<file path="config.mk">
export PLATFORM = sky130hd
export DESIGN_NAME = osd_cmd_arbiter_flat
export DESIGN_NICKNAME = d
export VERILOG_FILES = /design/src/rtl/osd_cmd_arbiter_if.sv /design/src/rtl/osd_cmd_arbiter.sv /design/src/flat_wrapper.sv
export SDC_FILE = /design/constraint.sdc
export NUM_CORES = 1
export LEC_CHECK = 0
export CORE_AREA = 2 2 109 69
export CTS_BUF_LIST = sky130_fd_sc_hd__clkbuf_4
export CTS_CLUSTER_DIAMETER = 30
export CTS_CLUSTER_SIZE = 40
export DETAILED_ROUTE_END_ITERATION = 8
export DIE_AREA = 0 0 111 71
export GPL_ROUTABILITY_DRIVEN = 0
export GPL_TIMING_DRIVEN = 0
export PLACE_DENSITY_LB_ADDON = 0.3
export SETUP_SLACK_MARGIN = 0.05
export SKIP_LAST_GASP = 1
export SLEW_MARGIN = 20
export SYNTH_ARGS = -nofsm -noshare
export SYNTH_HDL_FRONTEND = slang
export SYNTH_SLANG_ARGS = --single-unit
</file>
<file path="constraint.sdc">
create_clock -name clk_sys -period 1.9 [get_ports clk_sys]
set_input_delay 0.285 -clock clk_sys [delete_from_list [all_inputs] [get_ports clk_sys]]
set_output_delay 0.285 -clock clk_sys [all_outputs]
set_load 0.02 [all_outputs]
</file>
<file path="src/rtl/osd_cmd_arbiter_if.sv">
// Requester handshake and OSD command bus bundle for osd_cmd_arbiter.
// master = requester/OSD-side view, slave = arbiter view.
interface osd_cmd_arbiter_if;
    logic        req0_valid;
    logic        req0_last;
    logic [15:0] req0_data;
    logic        req0_ready;
    logic        req1_valid;
    logic        req1_last;
    logic [15:0] req1_data;
    logic        req1_ready;
    logic        io_osd;
    logic        io_strobe;
    logic [15:0] io_din;
    logic        busy;
    logic [1:0]  grant;
    logic [7:0]  abort_cnt;

    modport master (
        output req0_valid, req0_last, req0_data,
        input  req0_ready,
        output req1_valid, req1_last, req1_data,
        input  req1_ready,
        input  io_osd, io_strobe, io_din, busy, grant, abort_cnt
    );

    modport slave (
        input  req0_valid, req0_last, req0_data,
        output req0_ready,
        input  req1_valid, req1_last, req1_data,
        output req1_ready,
        output io_osd, io_strobe, io_din, busy, grant, abort_cnt
    );
endinterface

</file>
<file path="src/rtl/osd_cmd_arbiter.sv">
// Packet-granular arbiter for the OSD command bus with io_osd framing and io_strobe timing.
// Define OSD_ARB_PRIO_EN for strict req0 priority instead of round-robin.
module osd_cmd_arbiter #(
    parameter int unsigned STROBE_HI = 2,
    parameter int unsigned STROBE_LO = 2,
    parameter int unsigned GAP       = 4,
    parameter int unsigned TIMEOUT   = 255
) (
    input  logic               clk_sys,
    input  logic               reset_n,
    osd_cmd_arbiter_if.slave   bus
);

    localparam int unsigned PMAX0 = (STROBE_HI > STROBE_LO) ? STROBE_HI : STROBE_LO;
    localparam int unsigned PMAX  = (PMAX0 > GAP) ? PMAX0 : GAP;
    localparam int unsigned PW    = $clog2(PMAX + 1);
    localparam int unsigned TW    = $clog2(TIMEOUT + 1);

    typedef enum logic [2:0] {
        S_IDLE,
        S_SETUP,
        S_WAIT,
        S_HI,
        S_LO,
        S_GAP
    } state_t;

    state_t          state_q, state_d;
    logic            own_q, own_d;       // 0 = req0, 1 = req1
    logic [PW-1:0]   ph_q, ph_d;
    logic [TW-1:0]   tmo_q, tmo_d;
    logic            last_q, last_d;
    logic [15:0]     din_q, din_d;
    logic [7:0]      abort_q, abort_d;
    logic            osd_q, osd_d;
    logic            stb_q, stb_d;
    logic            busy_q, busy_d;
    logic [1:0]      grant_q, grant_d;
`ifndef OSD_ARB_PRIO_EN
    logic            rr_q, rr_d;         // 1 = req1 wins a tie
`endif

    logic            sel_valid;
    logic            sel_last;
    logic [15:0]     sel_data;
    logic            accept;

    assign sel_valid = own_q ? bus.req1_valid : bus.req0_valid;
    assign sel_last  = own_q ? bus.req1_last  : bus.req0_last;
    assign sel_data  = own_q ? bus.req1_data  : bus.req0_data;

    always_comb begin
        state_d = state_q;
        own_d   = own_q;
        ph_d    = ph_q;
        tmo_d   = tmo_q;
        last_d  = last_q;
        din_d   = din_q;
        abort_d = abort_q;
`ifndef OSD_ARB_PRIO_EN
        rr_d    = rr_q;
`endif
        accept  = 1'b0;

        case (state_q)
            S_IDLE: begin
                if (bus.req0_valid || bus.req1_valid) begin
`ifdef OSD_ARB_PRIO_EN
                    own_d = ~bus.req0_valid;
`else
                    own_d = (bus.req0_valid && bus.req1_valid) ? rr_q : bus.req1_valid;
`endif
                    state_d = S_SETUP;
                end
            end
            S_SETUP: begin
                tmo_d   = '0;
                state_d = S_WAIT;
            end
            S_WAIT: begin
                if (sel_valid) begin
                    accept  = 1'b1;
                    din_d   = sel_data;
                    last_d  = sel_last;
                    tmo_d   = '0;
                    ph_d    = '0;
                    state_d = S_HI;
                end else if (tmo_q == TW'(TIMEOUT - 1)) begin
                    ph_d    = '0;
                    state_d = S_GAP;
                    if (abort_q != '1) abort_d = abort_q + 8'd1;
                end else begin
                    tmo_d = tmo_q + TW'(1);
                end
            end
            S_HI: begin
                if (ph_q == PW'(STROBE_HI - 1)) begin
                    ph_d    = '0;
                    state_d = S_LO;
                end else begin
                    ph_d = ph_q + PW'(1);
                end
            end
            S_LO: begin
                if (ph_q == PW'(STROBE_LO - 1)) begin
                    ph_d    = '0;
                    state_d = last_q ? S_GAP : S_WAIT;
                end else begin
                    ph_d = ph_q + PW'(1);
                end
            end
            S_GAP: begin
`ifndef OSD_ARB_PRIO_EN
                rr_d = ~own_q;
`endif
                if (ph_q == PW'(GAP - 1)) begin
                    ph_d    = '0;
                    state_d = S_IDLE;
                end else begin
                    ph_d = ph_q + PW'(1);
                end
            end
            default: state_d = S_IDLE;
        endcase

        // Outputs are registered from the next state so the OSD sees glitch-free edges.
        osd_d   = (state_d == S_SETUP) || (state_d == S_WAIT) ||
                  (state_d == S_HI)    || (state_d == S_LO);
        stb_d   = (state_d == S_HI);
        busy_d  = (state_d != S_IDLE);
        grant_d = osd_d ? (own_d ? 2'b10 : 2'b01) : 2'b00;
    end

    always_ff @(posedge clk_sys or negedge reset_n) begin
        if (!reset_n) begin
            state_q <= S_IDLE;
            own_q   <= 1'b0;
            ph_q    <= '0;
            tmo_q   <= '0;
            last_q  <= 1'b0;
            din_q   <= '0;
            abort_q <= '0;
            osd_q   <= 1'b0;
            stb_q   <= 1'b0;
            busy_q  <= 1'b0;
            grant_q <= '0;
`ifndef OSD_ARB_PRIO_EN
            rr_q    <= 1'b0;
`endif
        end else begin
            state_q <= state_d;
            own_q   <= own_d;
            ph_q    <= ph_d;
            tmo_q   <= tmo_d;
            last_q  <= last_d;
            din_q   <= din_d;
            abort_q <= abort_d;
            osd_q   <= osd_d;
            stb_q   <= stb_d;
            busy_q  <= busy_d;
            grant_q <= grant_d;
`ifndef OSD_ARB_PRIO_EN
            rr_q    <= rr_d;
`endif
        end
    end

    assign bus.req0_ready = accept & ~own_q;
    assign bus.req1_ready = accept &  own_q;
    assign bus.io_osd     = osd_q;
    assign bus.io_strobe  = stb_q;
    assign bus.io_din     = din_q;
    assign bus.busy       = busy_q;
    assign bus.grant      = grant_q;
    assign bus.abort_cnt  = abort_q;

endmodule

</file>
<file path="src/flat_wrapper.sv">
// flat-port wrapper written by rule: the top's interface ports become plain ports
module osd_cmd_arbiter_flat 
#(
    parameter int unsigned STROBE_HI = 2,
    parameter int unsigned STROBE_LO = 2,
    parameter int unsigned GAP       = 4,
    parameter int unsigned TIMEOUT   = 255
)
  (clk_sys, reset_n, bus_req0_valid, bus_req0_last, bus_req0_data, bus_req0_ready, bus_req1_valid, bus_req1_last, bus_req1_data, bus_req1_ready, bus_io_osd, bus_io_strobe, bus_io_din, bus_busy, bus_grant, bus_abort_cnt);
  osd_cmd_arbiter_if bus_i ();
  input  logic clk_sys;
  input  logic reset_n;
  input wire logic [$bits(bus_i.req0_valid)-1:0] bus_req0_valid;
  input wire logic [$bits(bus_i.req0_last)-1:0] bus_req0_last;
  input wire logic [$bits(bus_i.req0_data)-1:0] bus_req0_data;
  output wire logic [$bits(bus_i.req0_ready)-1:0] bus_req0_ready;
  input wire logic [$bits(bus_i.req1_valid)-1:0] bus_req1_valid;
  input wire logic [$bits(bus_i.req1_last)-1:0] bus_req1_last;
  input wire logic [$bits(bus_i.req1_data)-1:0] bus_req1_data;
  output wire logic [$bits(bus_i.req1_ready)-1:0] bus_req1_ready;
  output wire logic [$bits(bus_i.io_osd)-1:0] bus_io_osd;
  output wire logic [$bits(bus_i.io_strobe)-1:0] bus_io_strobe;
  output wire logic [$bits(bus_i.io_din)-1:0] bus_io_din;
  output wire logic [$bits(bus_i.busy)-1:0] bus_busy;
  output wire logic [$bits(bus_i.grant)-1:0] bus_grant;
  output wire logic [$bits(bus_i.abort_cnt)-1:0] bus_abort_cnt;
  assign bus_i.req0_valid = bus_req0_valid;
  assign bus_i.req0_last = bus_req0_last;
  assign bus_i.req0_data = bus_req0_data;
  assign bus_req0_ready = bus_i.req0_ready;
  assign bus_i.req1_valid = bus_req1_valid;
  assign bus_i.req1_last = bus_req1_last;
  assign bus_i.req1_data = bus_req1_data;
  assign bus_req1_ready = bus_i.req1_ready;
  assign bus_io_osd = bus_i.io_osd;
  assign bus_io_strobe = bus_i.io_strobe;
  assign bus_io_din = bus_i.io_din;
  assign bus_busy = bus_i.busy;
  assign bus_grant = bus_i.grant;
  assign bus_abort_cnt = bus_i.abort_cnt;
  osd_cmd_arbiter #(.STROBE_HI(STROBE_HI), .STROBE_LO(STROBE_LO), .GAP(GAP), .TIMEOUT(TIMEOUT)) u_core (.clk_sys(clk_sys), .reset_n(reset_n), .bus(bus_i));
endmodule
</file>
**After elaboration in Yosys (flattened, before gate mapping)**

Index checks and enable logic that the tools add are counted.

- Flip-flop bits (word level): 46
- Input bits: 38

- Reduce and logical (&&, ||, !) cells: 14
- $add $sub $neg: 3
- Equal/unequal tests: 15
- Bitwise logic cells: 4
- Multiplexer cells: 26

Operator list:

| cell | count |
|---|---|
| 3-bit 2-to-1 mux | 11 |
| 3-bit one-hot mux with 6 select lines | 1 |
| 8-bit by 1-bit adder with 8-bit output, second input constant | 2 |
| 16-bit 2-to-1 mux | 1 |
| 8-bit 2-to-1 mux | 2 |
| 8-bit one-hot mux with 2 select lines | 1 |
| 3-bit by 2-bit equality test with 1-bit output, second input constant | 5 |
| 3-bit by 1-bit equality test with 1-bit output, second input constant | 3 |
| 3-bit equality test, second input constant | 3 |
| 3-bit one-hot mux with 3 select lines | 1 |
| 8-bit equality test, second input constant | 1 |
| 8-bit inequality test, second input constant | 1 |
| 1-bit 2-to-1 mux | 7 |
| 2-bit AND reduction | 3 |
| 3-bit nonzero test | 2 |
| 1-bit logical OR | 4 |
| 2-bit 2-to-1 mux | 2 |
| 4-bit AND reduction | 1 |
| 3-bit by 1-bit adder with 3-bit output, second input constant | 1 |
| 3-bit logical NOT | 1 |
| 3-bit by 1-bit inequality test with 1-bit output, second input constant | 1 |
| 3-bit by 2-bit inequality test with 1-bit output, second input constant | 1 |
| 1-bit bitwise AND | 2 |
| 1-bit inverter | 2 |
| other kinds (3) | 3 |

**Depth between registers and ports, before layout**

Gate-level depths: netlist (run 1).

- Depth in word-level cells: 9
- Mapped depth: 8

**Least setup slack after synthesis (run 1)**

No wires, ideal clock.

- Path type: register -> output
- From: register u_core.state_q[2]
- To: output port bus_req0_ready
- Cell stages (with the launch flop): 5
- Setup slack: 0.112 ns
- Buffers on the path: 2
- Arrival time: 1.503 ns
- Cell sequence: dfrtp_1 buf_6 or3b_4 nor3b_4 buf_4

- Longest elaborated chain between the ends: 3

Ends and longest elaborated chain:

| item | line | source |
|---|---|---|
| from (decl) | osd_cmd_arbiter.sv:28 | `state_t state_q, state_d;` |
| from (signal assigned) | osd_cmd_arbiter.sv:151 | `state_q <= state_d;` |
| 3-bit by 2-bit equality test with 1-bit output | osd_cmd_arbiter.sv:65 | `case (state_q)` |
| 1-bit 2-to-1 mux | osd_cmd_arbiter.sv:65 |  |
| 1-bit bitwise AND | osd_cmd_arbiter.sv:168 | `assign bus.req0_ready = accept & ~own_q;` |
| to (decl) | flat_wrapper.sv:16 | `output wire logic [$bits(bus_i.req0_ready)-1:0] bus_req0_ready;` |

No other way between the ends.

**Worst setup path after layout (run 1)**

- From: register u_core.state_q[2]
- To: register u_core.grant_q[0] (netlist: u_core.bus.grant[0])

RTL lines:

| item | line | source |
|---|---|---|
| 3-bit equality test (tied with other cells) | osd_cmd_arbiter.sv:65 |  |
| 3-bit one-hot mux with 6 select lines * | osd_cmd_arbiter.sv:65 |  |
| named net u_core.state_d[0] | osd_cmd_arbiter.sv:28 |  |
| 3-bit by 1-bit equality test with 1-bit output or 3-bit by 2-bit equality test with 1-bit output (tied branches) | osd_cmd_arbiter.sv:127 | `osd_d = (state_d == S_SETUP) \|\| (state_d == S_WAIT) \|\|` |
| 1-bit logical OR (2 in series) | osd_cmd_arbiter.sv:127 |  |
| 1-bit logical OR * | osd_cmd_arbiter.sv:128 | `(state_d == S_HI) \|\| (state_d == S_LO);` |
| 2-bit 2-to-1 mux * | osd_cmd_arbiter.sv:131 | `grant_d = osd_d ? (own_d ? 2'b10 : 2'b01) : 2'b00;` |
| named net u_core.grant_d[0] | osd_cmd_arbiter.sv:38 | `logic [1:0] grant_q, grant_d;` |
| to (signal assigned) | osd_cmd_arbiter.sv:161 | `grant_q <= grant_d;` |
| to (decl) | osd_cmd_arbiter.sv:38 |  |

Mark *: on every way through the listed nets, which the timed path passes. The rest lies on a longest branch.
A chain may end at the register's enable or synchronous reset.

==> reports/summary.txt, run 1 <==
Final Slew Violations: 0
Largest net degree at the start of global routing: 33
DIE WIDTH: 111 µm
Vias in the first global route: 2125
First-pass GRT wire length: 10100 µm
Sw Share: 41.3%
Initial Utilization: 33.7%
Req. time, crit path: 2160 ps
H-tree levels: 2
FMAX: 487 MHz
Final TNS setup: -745 ps
Maximum VDD drop: 0.745 mV
Avg Vias per Cell: 4.96
R2r setup slk: -150 ps
Area Growth Syn to Fin: 59.1%
RR Endpoint: u_core.bus.grant[0]
Worst min path class: input pin to asynchronous set/reset pin
Number of DRC markers in iteration 0: 120
Clk pwr share: 8.9%
Pleak: 0.00163 µW
Sequential Area: 0.00115 mm²
I/O Pins: 69
CTS tree: built
Root Driver: clkbuf_4
Crit path launch type: flip-flop
Post-DR wirelength/cell: 14.9 µm
Total Die Area: 0.00788 mm²
Clock Skews: 11.4 ps
Sequential share of the synthesized area: 49.3%
Post-route antenna net violation count: 0
Reg power frac: 26.8%
Comb power frac: 64.4%
Status: complete, but fails checks
Final setup viols: 9
DRT Pass-1 Iters: 4
Multi-input gate area: 0.00128 mm²
RR Startpoint: u_core.state_q[2]
Syn_nets: 277
CP Capture Type: flip-flop
DRT Wirelength: 6440 µm
Num Clock Sinks: 46
Share of layout cells above drive strength 1: 27.0%
Synthesis Warnings: 0
Dpl cell area: 0.00314 mm²
Chip height: 71 µm
Yosys cell types: 49
Fillers: 638
Max Buffers Root-to-Sink: 2
Final Hold Viols: 0
Crit path max fanout: 9
DRC Markers: 0
Final #Nets: 385
R2r worst-path depth: 10
Cell Area, Synth: 0.00233 mm²
Later-pin clock latency in the skew report: 360 ps
Crit. Startpoint: u_core.state_q[2]
Rows: 24
RSZ-0062 raised after global routing: true
Net Sw Power: 2310 µW
Arrival time at the worst endpoint: 2310 ps
Ratio of final minimum period to clock period: 108%
Core ar.: 0.00694 mm²
Max_cap viols: 0
Failing checks: negative setup slack
Setup CP Type: flip-flop to flip-flop
PortBufs: 68
Internal cell power: 3280 µW
Fin worst setup slack: -154 ps
CTS Buf Count: 5
Slew @ Worst Pin: 396 ps
Post-Syn Instances: 232
Design Area, Final: 0.00371 mm²
Clk slew on worst S/H paths: 150 ps
Final HPWL from detailed placement: 4070 µm
GRT Resource Usage Total: 15.5%
Relative slew slack: 72.8%
Grt ovf: 0
Pwr per Cell Area: 1510 mW/mm²
Number of synthesized register bits: 46
Initial antenna violation count: 1
Vias: 2147
Syn Area/Cell: 10.1 µm²
Post-layout minimum cycle time: 2050 ps
==> cell usage in the layout (no fill, tap or decap), types with 5 or more instances in the layout <==
cell             Yosys  routed
a22oi_1             17      17
buf_4                3      28
buf_6                1      11
clkbuf_4             0       5
clkdlybuf4s50_1      0      64
dfrtp_1             46      43
inv_1               10       7
nand2_1             44      43
nand3_1              8       7
nand4_1              5       5
nor2_1              11      10
xnor2_1              5       5
xor2_1               7       7
==> power by group through the flow <==
stage / clock network [µW] / registers, µW / logic, µW
floorplan: 0 / 1740 / 1340
global placement: 0 / 1500 / 2400
detailed placement: 0 / 1520 / 2430
CTS: 521 / 1480 / 2920
global route: 560 / 1530 / 3860
finish: 496 / 1500 / 3600
==> critical path: stages, from the launching register on <==
cell	delay, ps
dfrtp_1	420
buf_6	120
buf_4	130
buf_8	130
buf_4	120
nand2b_1	190
o32ai_2	130
a221oi_2	310
inv_1	150
o21ai_4	180
a21oi_2	70
==> how the worst max path moves through the flow <==
stage                      endpoint  slack (ps)  cells after the start
2_1_floorplan        bus_req0_ready         110                      4
3_3_place_gp   u_core.bus.io_din[0]        -820                      1
3_5_place_dp         bus_req1_ready        -710                      5
4_1_cts              bus_req0_ready        -150                      5
5_1_grt         u_core.bus.grant[0]        -230                     10
6_report        u_core.bus.grant[0]        -150                     10
==> repair_timing <==
item,4_1_cts,5_1_grt
hold buffers,1,0
gates resized for setup,33,43
hold endpoints to repair,14,0
setup endpoints to repair,21,27
pin swaps,14,16
buffers inserted,19,14
==> registers in the layout, indices dropped and copies added, names as in the netlist <==
register,cells
u_core.bus.abort_cnt,8
u_core.bus.busy,1
u_core.bus.grant,2
u_core.bus.io_din,16
u_core.bus.io_osd,1
u_core.bus.io_strobe,1
u_core.last_q,1
u_core.own_q,1
u_core.ph_q,3
u_core.rr_q,1
u_core.state_q,3
u_core.tmo_q,8
==> cells in the mapped netlist, drive strengths merged <==
library cell / number / share of area, %
a21o: 2 / 0.64
nand2b: 2 / 0.54
o21ai: 6 / 1.3
or3b: 2 / 0.86
nor2b: 2 / 0.54
inv: 10 / 1.6
xor2: 7 / 2.6
nand4: 5 / 1.3
a2bb2oi: 1 / 0.38
a221oi: 1 / 0.64
o31ai: 3 / 0.96
mux2: 3 / 1.4
nand2: 44 / 7.1
a221o: 1 / 0.43
ha: 7 / 3.8
nor3: 6 / 1.3
o32ai: 2 / 0.75
a21boi: 1 / 0.32
a211oi: 1 / 0.32
o211ai: 2 / 0.64
o2111ai: 1 / 0.38
and4: 1 / 0.38
dfrtp: 46 / 49
nand3: 8 / 1.7
mux2i: 1 / 0.43
xnor2: 5 / 1.9
nor4: 1 / 0.27
and3: 4 / 1.1
o32a: 2 / 0.86
or3: 1 / 0.27
nor4b: 1 / 0.38
a31oi: 1 / 0.27
nand3b: 2 / 0.64
nor3b: 3 / 1.9
a22oi: 17 / 5.5
clkbuf: 3 / 0.54
buf: 6 / 1.9
a21oi: 6 / 1.8
and2: 2 / 0.54
a22o: 1 / 0.38
nor2: 12 / 2.3
==> layer usage <==
layer	vias up	GRT usage (%)	routed length, µm
li1	1041	-	-
met1	1017	22.9	2990
met2	75	23.4	2880
met3	14	4.37	464
met4	0	2.22	113
met5	-	0	0
==> area by class of cell <==
class	count	share of cell area [%]
multi-input cells	167	34.6
flip-flops and latches	46	31.1
repair buffers	102	26.2
well taps	91	3.07
plain buffers	8	2.26
inverters	10	1.08
clock buffers	5	1.01
clock inverters	3	0.640
diodes	1	0.0674
==> logic make-up (layout without fill, tap and decap cells) <==
group / count (synthesis) / after routing / synth area share (%)
buf+inv: 19 / 128 / 4.02
other cells: 0 / 1 / 0
flops: 46 / 46 / 49.3
fa+ha+maj: 7 / 7 / 3.75
simple gates: 96 / 96 / 21.1
compound gates: 48 / 48 / 15.5
xor+xnor: 12 / 12 / 4.50
mux: 4 / 4 / 1.88
==> through the flow <==
stage / utilization (%) / hold slack [ps] / std cells / total power, µW / worst slack, ps
6_report: 53.6 / 349 / 433 / 5600 / -154
5_1_grt: 53.6 / 388 / 433 / 5960 / -228
4_1_cts: 49.4 / 357 / 419 / 4920 / -148
3_5_place_dp: 45.3 / 236 / 392 / 3950 / -715
3_3_place_gp: 45.1 / 467 / 391 / 3910 / -820
2_1_floorplan: - / -10.6 / 232 / 3070 / 112
Power figures use the tool's default switching activity.
==> run 2: changes to the inputs <==
- RECOVER_POWER: default -> 50
==> run 2 against run 1 <==
- the run still ends with negative setup slack left
- non-clock buffer count is the same
- critical path depth is the same
- maximum frequency is the same
- register-to-register slack is essentially flat
- clock-buffer cell count is the same
- cell count is the same
- critical endpoint unchanged
- highest routed layer unchanged
==> reports/summary.txt, run 2 (synthesis gave the netlist of run 1 again) <==
Status: complete, but fails checks
Failing checks: negative setup slack
Fillers: 639 (+0.16%)
Req. time, crit path: 2160 ps (about the same)
Share of layout cells above drive strength 1: 26.7% (-0.29 points)
Vias in the first global route: 2125 (unchanged)
Largest net degree at the start of global routing: 33 (unchanged)
Tot Pwr: 5590 µW (about the same)
Met1 wire length: 2980 µm (-0.23%)
Relative slew slack: 43.8% (-29 points)
DRT Pass-1 Iters: 4 (unchanged)
Final Hold Viols: 0 (unchanged)
Final #Nets: 385 (unchanged)
H-tree levels: 2 (unchanged)
Clk slew on worst S/H paths: 150 ps (about the same)
DIE WIDTH: 111 µm (unchanged)
Max_cap viols: 0 (unchanged)
Clock Skews: 11.4 ps (+0.0277 ps)
Area Growth Syn to Fin: 58.1%
Ratio of final minimum period to clock period: 108% (unchanged)
Post-route antenna net violation count: 0 (unchanged)
Most frequent cells in the layout: clkdlybuf4s50_1 (64), nand2_1 (43), dfrtp_1 (43)
Dpl cell area: 0.00314 mm² (unchanged)
Pleak: 0.00160 µW (-1.7%)
GRT Resource Usage Total: 15.5% (unchanged)
CTS tree: built
PortBufs: 68 (unchanged)
Crit path launch type: flip-flop
Post-DR wirelength/cell: 14.9 µm (about the same)
Worst min path class: input pin to flip-flop
Avg Vias per Cell: 4.96 (about the same)
DRT Wirelength: 6440 µm (about the same)
Crit. Startpoint: u_core.state_q[2]
CP Capture Type: flip-flop
Maximum VDD drop: 0.744 mV (about the same)
Worst Hold Launch: bus_req1_data[11]
I/O Pins: 69 (unchanged)
First-pass GRT wire length: 10100 µm (unchanged)
Initial Utilization: 33.7% (unchanged)
Max Buffers Root-to-Sink: 2 (unchanged)
Total Die Area: 0.00788 mm² (unchanged)
Number of DRC markers in iteration 0: 120 (unchanged)
Chip height: 71 µm (unchanged)
Design Area, Final: 0.00369 mm² (-0.61%)
Setup CP Type: flip-flop to flip-flop
R2r worst-path depth: 10 (unchanged)
Grt ovf: 0 (unchanged)
CTS Buf Count: 5 (unchanged)
Placed insts: 392 (unchanged)
Initial antenna violation count: 1 (unchanged)
Max FFs per register: 16 (unchanged)
Rows: 24 (unchanged)
Core ar.: 0.00694 mm² (unchanged)
RR Startpoint: u_core.state_q[2]
Final HPWL from detailed placement: 4070 µm (unchanged)
Final TNS setup: -745 ps (+0.0340 ps)
RSZ-0062 raised after global routing: true
Final setup viols: 9 (unchanged)
FMAX: 487 MHz (unchanged)
Non-Filler Instances: 433 (unchanged)
Fin worst setup slack: -154 ps (unchanged)
Later-pin clock latency in the skew report: 360 ps (about the same)
DR WL met3: 463 µm (-0.22%)
Post-layout minimum cycle time: 2050 ps (unchanged)
Met2 wire len: 2880 µm (+0.17%)
Vias: 2148 (+0.047%)
DR top layer: met4
Hold path cells: 3
Final Slew Violations: 0 (unchanged)
Slew @ Worst Pin: 843 ps (+447 ps)
DRC Markers: 0 (unchanged)
Crit path max fanout: 9 (unchanged)
Pwr per Cell Area: 1510 mW/mm² (+0.55%)
Root Driver: clkbuf_4
Num Clock Sinks: 46 (unchanged)
Core Util, Final: 53.2% (-0.32 points)
Most common cell after layout, fill and taps aside: clkdlybuf4s50_1
Arrival time at the worst endpoint: 2310 ps (about the same)
[run 2: worst max-delay path, stage by stage, from the launching register on]
cell,delay (ps)
dfrtp_1,420
buf_6,120
buf_4,130
buf_8,130
buf_4,120
nand2b_1,190
o32ai_2,130
a221oi_2,310
inv_1,150
o21ai_4,180
a21oi_2,70
[run 2: power breakdown]
| part | internal [µW] | switching, µW | total (µW) |
|---|---|---|---|
| combinational | 1830 | 1760 | 3600 |
| sequential | 1300 | 199 | 1500 |
| clock | 149 | 347 | 496 |
| total | 3280 | 2310 | 5590 |
[run 2: final timing paths]
path / end / slack [ps]
max: u_core.bus.grant[0] / -150
min: u_core.bus.io_din[11] / 430
max reg2reg: u_core.bus.grant[0] / -150
min reg2reg: u_core.bus.abort_cnt[6] / 510
max in group asynchronous: u_core.tmo_q[1] / 330
min in group asynchronous: u_core.bus.io_din[9] / 520
[run 2: repair_timing]
action	CTS	global route
hold endpoints to repair	14	0
cloned	0	0
endpoints found under the setup margin	21	27
resized for setup	33	43
hold buffers	1	0
pin swaps	14	16
setup buffers	19	14
[run 2: cell type report]
type	count	area [µm²]	area share, %
clock inverter	3	23.8	0.644
multi-input combinational	167	1280	34.8
sequential	46	1150	31.3
clock buffer	5	37.5	1.02
antenna	1	2.50	0.0678
inverter	10	40.0	1.08
timing repair buffer	102	951	25.8
buffer	8	83.8	2.27
tap	91	114	3.08
[run 2: per-layer routing]
metal	vias to the layer above	GRT usage, %
met5	-	0
met4	0	2.22
met3	14	4.37
met2	75	23.4
met1	1018	22.9
li1	1041	-
[run 2: per-stage QoR]
step	setup slack (ps)	hold WS, ps
after detailed placement	-715	236
after global placement	-820	467
after global routing	-228	403
after CTS	-148	357
after floorplan	112	-10.6
final	-154	426
==> run 3: changes to the inputs <==
- CAP_MARGIN: default -> 25
- CORE_AREA: 2 2 109 69 -> 2 2 128 80
- DIE_AREA: 0 0 111 71 -> 0 0 130 82
==> run 3 against run 2 <==
- the run still ends with negative setup slack left
- die area rose by 35%
- combinational power fell by 13%
- cell area fell by 2.9%
- maximum frequency rose by 1.1%
- cell count rose by 7.2%
- non-clock buffer count fell by 11
- worst hold slack improved by 4.0 ps
- largest power group unchanged
- flip-flop and latch count did not move
- sequential power barely moved
- global-route usage fell by 3.7 points
- highest routed layer unchanged
==> reports/summary.txt, run 3 (synthesis gave the netlist of run 1 again) <==
CTS Buf Count: 5 (unchanged)
CTS tree: built
Slew @ Worst Pin: 1180 ps (+340 ps)
Placed insts: 436 (+11%)
Internal cell power: 3000 µW (-8.5%)
FMAX: 492 MHz (+1.1%)
GRT Resource Usage Total: 11.8% (-3.7 points)
Setup CP Type: flip-flop to output port
Final Slew Violations: 0 (unchanged)
Chip height: 82 µm (+15%)
DRT Pass-1 Iters: 4 (unchanged)
Final HPWL from detailed placement: 4370 µm (+7.3%)
Most frequent cells in the layout: clkdlybuf4s50_1 (62), nand2_1 (43), dfrtp_1 (42)
Root Driver: clkbuf_4
DRC Markers: 0 (unchanged)
Largest net degree at the start of global routing: 26 (-21%)
Relative slew slack: 21.1% (-23 points)
Comb power frac: 61.5% (-2.8 points)
Maximum VDD drop: 0.749 mV (+0.57%)
Avg Vias per Cell: 4.44 (-11%)
Most common cell after layout, fill and taps aside: clkdlybuf4s50_1
Worst Hold Margin: 430 ps (+4.03 ps)
Total Die Area: 0.0107 mm² (+35%)
DIE WIDTH: 130 µm (+17%)
Area Growth Syn to Fin: 53.5%
I/O Pins: 69 (unchanged)
Failing checks: negative setup slack
Reg power frac: 29.4% (+2.6 points)
RSZ-0062 raised after global routing: true
Grt ovf: 0 (unchanged)
Clock Skews: 13.7 ps (+2.23 ps)
Clk slew on worst S/H paths: 130 ps (-20 ps)
Rows: 28 (+17%)
Clk pwr share: 9.1% (+0.2 points)
Later-pin clock latency in the skew report: 360 ps (about the same)
Pwr per Cell Area: 1430 mW/mm² (-5.9%)
Max_cap viols: 0 (unchanged)
Ratio of final minimum period to clock period: 107% (-1.2 points)
Vias in the first global route: 1885 (-11%)
First-pass GRT wire length: 9750 µm (-3.1%)
Fillers: 947 (+48%)
Multi-input gate area: 0.00122 mm² (-4.7%)
Crit path launch type: flip-flop
Fin worst setup slack: -131 ps (+22.2 ps)
Core Util, Final: 37.5% (-16 points)
Final setup viols: 3 (-6)
Initial Utilization: 24.4% (-9.2 points)
Core ar.: 0.00956 mm² (+38%)
Worst min path class: input pin to flip-flop
Max FFs per register: 16 (unchanged)
Num Clock Sinks: 46 (unchanged)
Arrival time at the worst endpoint: 1750 ps (-560 ps)
Final Hold Viols: 0 (unchanged)
Post-layout minimum cycle time: 2030 ps (-22.2 ps)
Sequential Area: 0.00116 mm² (+0.11%)
# diodes: 0 (-1)
Vias: 2060 (-4.1%)
Net Sw Power: 2110 µW (-8.7%)
Req. time, crit path: 1620 ps (-540 ps)
PortBufs: 68 (unchanged)
CP Capture Type: output port
Number of DRC markers in iteration 0: 75 (-38%)
Sw Share: 41.3% (-0.059 points)
Post-route antenna net violation count: 0 (unchanged)
Initial antenna violation count: 0 (-1)
DRT Wirelength: 6300 µm (-2.2%)
Final #Nets: 374 (-2.9%)
Non-Filler Instances: 464 (+7.2%)
Crit path max fanout: 7 (-2)
Max Buffers Root-to-Sink: 2 (unchanged)
Status: complete, but fails checks
Pleak: 0.00153 µW (-4.4%)
Share of layout cells above drive strength 1: 22.2% (-4.5 points)
H-tree levels: 2 (unchanged)
Post-DR wirelength/cell: 13.6 µm (-8.8%)
[run 3: cell types whose count changed in the layout (fill, tap and decap cells not counted), moves of 2 or more]
cell | previous run | this run
dlygate4sd3_1 | 1 | 4
clkdlybuf4s50_1 | 64 | 62
nor3_1 | 3 | 5
clkbuf_4 | 6 | 8
buf_2 | 0 | 2
buf_8 | 2 | 0
nor3_2 | 2 | 0
buf_4 | 28 | 16
[run 3: path summary, 6_finish.rpt]
kind,endpoint,from,slack (ps),cells after the start
setup / recovery,bus_req0_ready,u_core.state_q[0],-130,4
hold / removal,u_core.bus.io_din[2],bus_req1_data[2],430,3
setup reg to reg,u_core.tmo_q[4],u_core.state_q[0],-30,7
hold reg to reg,u_core.bus.abort_cnt[6],u_core.bus.abort_cnt[6],520,1
max in group asynchronous,u_core.bus.io_din[4],reset_n,160,3
min in group asynchronous,u_core.bus.grant[0],reset_n,660,2
[run 3: area by class of cell]
cell class | instances | area share [%]
Buffer | 8 | 2.06
Clock buffer | 6 | 1.26
Clock inverter | 1 | 0.209
Inverter | 10 | 1.05
Multi-Input combinational cell | 167 | 34.2
Sequential cell | 46 | 32.3
Tap cell | 135 | 4.71
Timing Repair Buffer | 91 | 24.3
[run 3: worst max-delay path: stages, from the launching register on]
cell and delay [ps]:
dfrtp_2 490, or3b_4 440, nor3b_4 220, buf_6 130, buf_6 100
[run 3: stage by stage]
stage	worst slack [ps]	instance area, µm²	TNS [ps]	power [µW]
6_report	-131	3580	-167	5110
5_1_grt	-207	3580	-5020	5480
3_5_place_dp	-728	3200	-6500	3970
3_3_place_gp	-810	3180	-43400	3940
2_1_floorplan	112	2330	0	3070
4_1_cts	-149	3430	-205	4780
[run 3: layer usage]
layer  share of wire, %  routed length [µm]  global-route usage (%)  up-vias
met3                5.0                 316                    3.78        2
met5                  0                   0                       0        -
li1                   -                   -                       -     1020
met2                 41                2590                    15.2       42
met1                 54                3380                    18.9      996
met4               0.11                   7                    1.61        0
[run 3: what timing repair did]
item,in CTS,in global routing
pin swaps,9,13
endpoints found under the setup margin,21,31
hold endpoints to repair,21,0
setup buffers,12,9
hold buffers,1,0
cloned,0,0
resized for setup,31,27
[run 3: power groups by stage]
stage	Sequential (µW)	Clock [µW]	Combinational, µW
2_1_floorplan	1740	0	1340
3_3_place_gp	1510	0	2430
3_5_place_dp	1520	0	2450
4_1_cts	1500	489	2790
5_1_grt	1540	541	3400
6_report	1500	467	3140
